--- config.mk ---
export PLATFORM = sky130hd
export DESIGN_NAME = corefifo_rd_ptr_ctrl
export DESIGN_NICKNAME = d
export VERILOG_FILES = /design/src/rtl/corefifo_rd_ptr_ctrl_pkg.sv /design/src/rtl/corefifo_rd_ptr_ctrl_gray2bin.sv /design/src/rtl/corefifo_rd_ptr_ctrl.sv
export SDC_FILE = /design/constraint.sdc
export NUM_CORES = 1
export LEC_CHECK = 0
export CAP_MARGIN = 15
export CORE_UTILIZATION = 43
export DETAILED_ROUTE_END_ITERATION = 7
export PLACE_DENSITY = 0.8
export SYNTH_ARGS = -nofsm -noshare
export SYNTH_HDL_FRONTEND = slang
export SYNTH_SLANG_ARGS = --single-unit
export TNS_END_PERCENT = 20
--- constraint.sdc ---
create_clock -name clk -period 2.8 [get_ports clk]
set_input_delay 0.56 -clock clk [delete_from_list [all_inputs] [get_ports clk]]
set_output_delay 0.56 -clock clk [all_outputs]
set_load 0.05 [all_outputs]
--- src/rtl/corefifo_rd_ptr_ctrl_pkg.sv ---
// -----------------------------------------------------------------------------
// corefifo_rd_ptr_ctrl_pkg
// Shared constants and helpers for the COREFIFO pointer controllers.
//   PTRW      : pointer width for the default configuration (ADDRWIDTH+1)
//   DEPTH     : FIFO depth for the default configuration (2^ADDRWIDTH)
//   bin2gray  : binary to reflected-Gray conversion, shared with the
//               write-side controller. Callers cast the result to their
//               own pointer width.
// -----------------------------------------------------------------------------
package corefifo_rd_ptr_ctrl_pkg;

  localparam int ADDRWIDTH_DEF = 3;
  localparam int PTRW          = ADDRWIDTH_DEF + 1;
  localparam int DEPTH         = 1 << ADDRWIDTH_DEF;

  function automatic logic [31:0] bin2gray(input logic [31:0] i_bin);
    return i_bin ^ (i_bin >> 1);
  endfunction

endpackage

--- src/rtl/corefifo_rd_ptr_ctrl_gray2bin.sv ---
// -----------------------------------------------------------------------------
// corefifo_gray2bin
// Combinational Gray-to-binary decoder for an ADDRWIDTH+1 bit pointer.
// Each binary bit is the XOR of all Gray bits from the MSB down to it.
//   i_gray : Gray-coded pointer
//   o_bin  : binary pointer
// -----------------------------------------------------------------------------
module corefifo_gray2bin #(
  parameter int ADDRWIDTH = 3
) (
  input  logic [ADDRWIDTH:0] i_gray,
  output logic [ADDRWIDTH:0] o_bin
);

  always_comb begin
    logic w_run;
    w_run = 1'b0;
    o_bin = '0;
    for (int i = ADDRWIDTH; i >= 0; i--) begin
      w_run    = w_run ^ i_gray[i];
      o_bin[i] = w_run;
    end
  end

endmodule

--- src/rtl/corefifo_rd_ptr_ctrl.sv ---
// -----------------------------------------------------------------------------
// corefifo_rd_ptr_ctrl
// Read-side pointer controller of the dual-clock COREFIFO (read clock domain).
//   clk        : read-domain clock
//   reset      : asynchronous, active-high reset
//   wptr_gray  : write pointer (Gray) from the write domain, asynchronous
//   re         : read request
//   rd_en_mem  : RAM read enable (read accepted this cycle), combinational
//   raddr      : RAM read address, combinational from the read pointer
//   rptr_gray  : registered read pointer (Gray) toward the write domain
//   dvld       : RAM data valid, one cycle after an accepted read
//   empty      : registered empty flag
//   aempty     : registered almost-empty flag (occupancy <= AE_THRESH)
//   rd_count   : registered occupancy seen from the read side
//   underflow  : one-cycle pulse on a read request while empty
//   ptr_err    : sticky flag, occupancy ever exceeded the FIFO depth
// -----------------------------------------------------------------------------
module corefifo_rd_ptr_ctrl
  import corefifo_rd_ptr_ctrl_pkg::*;
#(
  parameter int ADDRWIDTH = 3,
  parameter int AE_THRESH = 1
) (
  input  logic                 clk,
  input  logic                 reset,
  input  logic [ADDRWIDTH:0]   wptr_gray,
  input  logic                 re,
  output logic                 rd_en_mem,
  output logic [ADDRWIDTH-1:0] raddr,
  output logic [ADDRWIDTH:0]   rptr_gray,
  output logic                 dvld,
  output logic                 empty,
  output logic                 aempty,
  output logic [ADDRWIDTH:0]   rd_count,
  output logic                 underflow,
  output logic                 ptr_err
);

  localparam int L_PTRW  = ADDRWIDTH + 1;
  localparam int L_DEPTH = 1 << ADDRWIDTH;

  localparam logic [L_PTRW-1:0] L_AE_LIM    = L_PTRW'(AE_THRESH);
  localparam logic [L_PTRW-1:0] L_DEPTH_LIM = L_PTRW'(L_DEPTH);

  logic [L_PTRW-1:0] r_wsync1;
  logic [L_PTRW-1:0] r_wsync2;
  logic [L_PTRW-1:0] r_rbin;
  logic [L_PTRW-1:0] r_rptr_gray;
  logic [L_PTRW-1:0] r_rd_count;
  logic              r_dvld;
  logic              r_empty;
  logic              r_aempty;
  logic              r_underflow;
  logic              r_ptr_err;

  logic [L_PTRW-1:0] w_wbin;
  logic              w_acc;
  logic [L_PTRW-1:0] w_rbin_nxt;
  logic [L_PTRW-1:0] w_cnt_nxt;

  corefifo_gray2bin #(
    .ADDRWIDTH(ADDRWIDTH)
  ) u_gray2bin (
    .i_gray(r_wsync2),
    .o_bin (w_wbin)
  );

  // Accept stage: decision uses the registered empty flag, so a read is never
  // accepted in the cycle right after the last word was taken.
  assign w_acc      = re & ~r_empty;
  assign w_rbin_nxt = r_rbin + {{ADDRWIDTH{1'b0}}, w_acc};
  // Modulo subtraction keeps occupancy correct across pointer wrap.
  assign w_cnt_nxt  = w_wbin - w_rbin_nxt;

  assign rd_en_mem  = w_acc;
  assign raddr      = r_rbin[ADDRWIDTH-1:0];

  // Register stage: synchronizer, read pointer and status flags.
  always_ff @(posedge clk or posedge reset) begin
    if (reset) begin
      r_wsync1    <= '0;
      r_wsync2    <= '0;
      r_rbin      <= '0;
      r_rptr_gray <= '0;
      r_rd_count  <= '0;
      r_dvld      <= 1'b0;
      r_empty     <= 1'b1;
      r_aempty    <= 1'b1;
      r_underflow <= 1'b0;
      r_ptr_err   <= 1'b0;
    end else begin
      r_wsync1    <= wptr_gray;
      r_wsync2    <= r_wsync1;
      r_rbin      <= w_rbin_nxt;
      r_rptr_gray <= L_PTRW'(bin2gray(32'(w_rbin_nxt)));
      r_rd_count  <= w_cnt_nxt;
      r_dvld      <= w_acc;
      r_empty     <= (w_cnt_nxt == '0);
      r_aempty    <= (w_cnt_nxt <= L_AE_LIM);
      r_underflow <= re & r_empty;
      r_ptr_err   <= r_ptr_err | (w_cnt_nxt > L_DEPTH_LIM);
    end
  end

  assign rptr_gray = r_rptr_gray;
  assign rd_count  = r_rd_count;
  assign dvld      = r_dvld;
  assign empty     = r_empty;
  assign aempty    = r_aempty;
  assign underflow = r_underflow;
  assign ptr_err   = r_ptr_err;

endmodule

# Word-level counts from Yosys, hierarchy flattened

Cells that the tools add are included.
Widths: inputs -> output; s select.

$add $sub $neg: 2
Order comparisons: 2
Bitwise operators: 8
Reduce and logical (&&, ||, !) cells: 1

Operator list:

| kind               | number |
|---|---|
| $add 4x1->4        | 1 |
| $gt 4x4->1 const B | 1 |
| $le 4x1->1 const B | 1 |
| $logic_not 4->1    | 1 |
| $sub 4x4->4        | 1 |
| $xor 4x3->4        | 1 |
| $xor 1x1->1        | 3 |
| $and 1x1->1        | 2 |
| $not 1->1          | 1 |
| $or 1x1->1         | 1 |

Register bits: 25
Input port bits: 7
Output and inout bits: 17
Logic and storage cells: 23

# Depth between registers and ports, before layout

Depth after elaboration: 6
Depth in mapped cells: 10
Mapped depth without buffers: 9

# Hierarchy

From an unflattened synthesis, not the netlist that was laid out.

Cells, all modules: 65
Area total of the unflattened synthesis: 945.9 um2

Modules (own cells, without submodules):

| module               | times used | cells an instance | area each (um2) | sequential area each (um2) |
|---|---|---|---|---|
| corefifo_rd_ptr_ctrl | 1          | 60                | 895.9           | 603.1 |
| corefifo_gray2bin    | 1          | 5                 | 50.0            | 0.0 |

# Worst setup path after synthesis

No wires, ideal clock.

Path type: input to register
Start point: in re
End point: reg r_empty (netlist: empty)
Setup time: 97 ps
Arrival time: 3,304 ps
Data required time: 2,703 ps
Setup slack: -600 ps
Stages: 10
Buffers on the path: 1
Path through: nor2b_1 > ha_1 > ha_1 > xnor2_1 > ha_1 > buf_2 > or3b_1 > mux2i_1 > nor3_2 > nor4_1

Longest elaborated chain between the ends: 4

RTL lines:

| item                   | RTL line                   | text |
|---|---|---|
| start: declaration     | corefifo_rd_ptr_ctrl.sv:27 | `input logic re,` |
| $and 1x1->1            | corefifo_rd_ptr_ctrl.sv:70 | `assign w_acc = re & ~r_empty;` |
| $add 4x1->4            | corefifo_rd_ptr_ctrl.sv:71 | `assign w_rbin_nxt = r_rbin + {{ADDRWIDTH{1'b0}}, w_acc};` |
| $sub 4x4->4            | corefifo_rd_ptr_ctrl.sv:73 | `assign w_cnt_nxt = w_wbin - w_rbin_nxt;` |
| via w_cnt_nxt[2]       | corefifo_rd_ptr_ctrl.sv:59 | `logic [L_PTRW-1:0] w_cnt_nxt;` |
| $logic_not 4->1        | corefifo_rd_ptr_ctrl.sv:98 | `r_empty <= (w_cnt_nxt == '0);` |
| end signal: assignment | corefifo_rd_ptr_ctrl.sv:98 |  |
| end: declaration       | corefifo_rd_ptr_ctrl.sv:51 | `logic r_empty;` |

The timed path passes the listed nets, and every way through them passes these cells.

# Worst setup path after layout

Start point: in re
End point: reg r_aempty (netlist: aempty)

Longest elaborated chain between the ends: 4

RTL lines:

| item                   | RTL line                   | text |
|---|---|---|
| $and 1x1->1            | corefifo_rd_ptr_ctrl.sv:70 |  |
| $add 4x1->4            | corefifo_rd_ptr_ctrl.sv:71 |  |
| $sub 4x4->4            | corefifo_rd_ptr_ctrl.sv:73 |  |
| via w_cnt_nxt[2]       | corefifo_rd_ptr_ctrl.sv:59 |  |
| $le 4x1->1             | corefifo_rd_ptr_ctrl.sv:99 | `r_aempty <= (w_cnt_nxt <= L_AE_LIM);` |
| end signal: assignment | corefifo_rd_ptr_ctrl.sv:99 |  |
| end: declaration       | corefifo_rd_ptr_ctrl.sv:52 | `logic r_aempty;` |

The timed path passes the listed nets, and every way through them passes these cells.

==> results_tabular.tex <==
\begin{tabular}{lr}
\hline
Metric & Value \\
\hline
\multicolumn{2}{l}{\textbf{CTS}} \\
Number of levels in the clock H-tree & 1 \\
Clock network latency to the later pin of the worst-skew pair & between 300 and 400 ps \\
Buffers inserted by post-CTS timing repair & 0 \\
CTS tree & built \\
Cts bufs inserted & 3 \\
Clock root buffer master & clkbuf\_4 \\
Clock-pin slew of the registers on the worst-case setup and hold paths & between 100 and 150 ps \\
Clock tree sinks & 24 \\
Number of resized instances in the post-cts repair step & 0 \\
Number of buffers inserted for hold repair after clock tree synthesis & 0 \\
Clock buffer depth & 2 \\
\multicolumn{2}{l}{\textbf{Route}} \\
Final routed DRC violation total & 0 \\
Drt total wl & about 1800 um \\
Antenna violation net count after detailed routing & 0 \\
First-pass iteration count of the detailed router & 4 \\
Met1 wire length & approximately 700 um \\
Iter 0 DRT Violations & 20 \\
Per-cell routed wire length & approximately 14 um \\
Met2 wire length & 1000 um \\
Amount of wire on met3 after detailed routing & roughly 64 um \\
Top Layer Used & met4 \\
Overall via count from detail\_route & between 600 and 700 \\
Detailed-route vias per instance & 5.12 \\
\multicolumn{2}{l}{\textbf{Global route}} \\
Number of global-route vias before repair & $\sim$680 \\
Global route overflow & 0 \\
Wire length of the first global-routing pass & 2940 um \\
GRT Overall Usage & 16.5\% \\
Antenna violations before repair & 0 \\
Pin count of the biggest net entering global routing & 25 \\
\multicolumn{2}{l}{\textbf{Logic synthesis}} \\
Share of the yosys chip area belonging to registers & between 50 and 60\% \\
Mean cell area of the mapped netlist & around 13 sq um \\
Number of instances in the synthesized netlist & 76 \\
Net Count, Synth & $\sim$90 \\
Post-synthesis cell type with the largest combined area & dfrtp\_1 \\
Async SR Flop Fraction & 100\% \\
Most frequently used flop master after synthesis & dfrtp\_1 \\
Top-area cell type share of the netlist area & between 50\% and 60\% \\
Leading cell types by total area after synthesis & dfrtp\_1, ha\_1, xnor2\_1 \\
Distinct cell type count after synthesis & 31 \\
Post-synth design cell area & about 0.0010 sq mm \\
Number of synthesized flops with an enable pin & 0 \\
Synthesized flop and latch total & 24 \\
Warning count from the yosys run & 0 \\
\multicolumn{2}{l}{\textbf{Setup path}} \\
Worst path max stage delay & around 490 ps \\
Type of the worst setup path & in -> reg \\
Sum of buffers and inverters on the critical path & 1 \\
Data arrival time of the critical path & 2920 ps \\
Category of the worst setup path launch point & input pin \\
Number of cells traversed by the worst register-to-register path & 9 \\
Req. time, crit path & a little over 3000 ps \\
Cells along the critical path & clkdlybuf4s50\_1, nor2b\_4, ha\_2, ha\_4, xnor2\_2, ha\_1, or3b\_1, mux2i\_2, nor3\_2, nor4\_1 \\
Endpoint type of the worst setup path & flip-flop \\
Critical path peak fanout & 3 \\
Total number of cells along the worst setup path & 10 \\
Largest delay share family, worst path & simple AND/OR/NAND/NOR gates \\
Critical-path cell with the highest stage delay & clkdlybuf4s50\_1 \\
\multicolumn{2}{l}{\textbf{Placement}} \\
Count of input and output buffers & 23 \\
Detailed Place HPWL & 1400 um \\
GP Congestion & 0.815 \\
Dpl cells & around 130 \\
\multicolumn{2}{l}{\textbf{Die}} \\
Die Span Y & between 50 and 60 um \\
Core Rows & 17 \\
Area of the core region & $\sim$0.0022 sq mm \\
Total Die Area & 0.00254 sq mm \\
Initial standard-cell utilization of the core & $\sim$46\% \\
I/O pin count & 24 \\
Die Wd & 50.4 um \\
\multicolumn{2}{l}{\textbf{Min path}} \\
Cell depth of the worst hold path & 0 \\
Hold WC Path Type & reg -> reg \\
\multicolumn{2}{l}{\textbf{Cells and area}} \\
Commonest non-fill, non-tap cells in the layout & dfrtp\_1, clkdlybuf4s50\_1, buf\_4 \\
Area grow syn2layout & 35.5\% \\
NumNets Final & 120 \\
Share of post-route cells with drive strength above 1 & between 10\% and 20\% \\
Count of inserted antenna diode cells & 0 \\
Number of cells in the finished layout apart from fillers & 135 \\
\multicolumn{2}{l}{\textbf{Timing}} \\
Number of max-slew violations in the final report & 0 \\
Setup repair after global routing missed its margin & no \\
Number of hold violations in the final report & 0 \\
Clock skew & between 1.5 and 2 ps \\
Shortest period the worst path allows & about 2700 ps \\
Actual slew at the worst max-slew pin & roughly 860 ps \\
Relative slew slack & between 40 and 50\% \\
Final count of negative-setup-slack endpoints & 0 \\
Final worst-path cycle share & around 96\% \\
Maximum clock rate & between 0.3 and 0.4 GHz \\
\multicolumn{2}{l}{\textbf{Run status}} \\
Result of the run & finished, final reports clean \\
\multicolumn{2}{l}{\textbf{Job}} \\
Max cap viols & 0 \\
\hline
\end{tabular}
-- final timing paths --
kind	start	end	slack (ps)
min reg2reg	r_wsync1[2]$_DFF_PP0_	r_wsync2[2]$_DFF_PP0_	360
max reg2reg	empty$_DFF_PP1_	aempty$_DFF_PP1_	310
max in group asynchronous	reset	r_wsync2[2]$_DFF_PP0_	1570
min in group asynchronous	reset	underflow$_DFF_PP0_	710
min	r_wsync1[2]$_DFF_PP0_	r_wsync2[2]$_DFF_PP0_	360
max	re	aempty$_DFF_PP1_	110
-- registers in the layout (all words and copies together) (netlist names) --
name	flops
r_wsync2	4
rptr_gray	3
dvld	1
r_wsync1	4
ptr_err	1
empty	1
rd_count	4
r_rbin	4
aempty	1
underflow	1
-- kinds of logic after synthesis --
family,synth area share [%]
AO/OA/AOI/OAI,6.34
XOR/XNOR,11.9
adder cells (fa/ha/maj),6.21
buffers and inverters,2.86
flip-flops,59.9
multiplexers,0.994
AND/OR/NAND/NOR,11.8
-- Yosys cell counts, types with 2 or more instances --
master	number
and2_1	3
buf_2	2
dfrtp_1	22
dfstp_2	2
ha_1	5
inv_1	5
nor2_1	3
nor4_1	2
xnor2_1	7
xor2_1	4
-- per-layer routing --
| metal | vias to the layer above | track usage, % |
|---|---|---|
| li1 | 323 | - |
| met1 | 343 | 16.6 |
| met2 | 21 | 30.7 |
| met3 | 4 | 1.82 |
| met4 | 0 | 12.5 |
| met5 | - | 0 |
-- area by class of cell --
cell class,count,area [sq um]
Fill cell,187,847
Sequential cell,24,603
Multi-Input combinational cell,45,409
Timing Repair Buffer,29,273
Tap cell,28,35.0
Clock buffer,4,26.3
Inverter,5,18.8
-- through the flow --
| step | cell area (sq um) | TNS, ps | hold slack, ps | util [%] | setup slack, ps |
|---|---|---|---|---|---|
| finish | 1370 | 0 | 362 | 61.7 | 105 |
| floorplan | 1020 | -96.2 | 331 | - | -80.7 |
| global route | 1370 | 0 | 374 | 61.7 | 2.74 |
| global placement | 1320 | -457 | 333 | 59.7 | -168 |
| CTS | 1350 | 0 | 364 | 60.9 | 57.2 |
| detailed placement | 1320 | -920 | 336 | 59.7 | -267 |
Power is not shown: default switching activity piles up to over one toggle a cycle in this logic, so the estimate is an artifact.
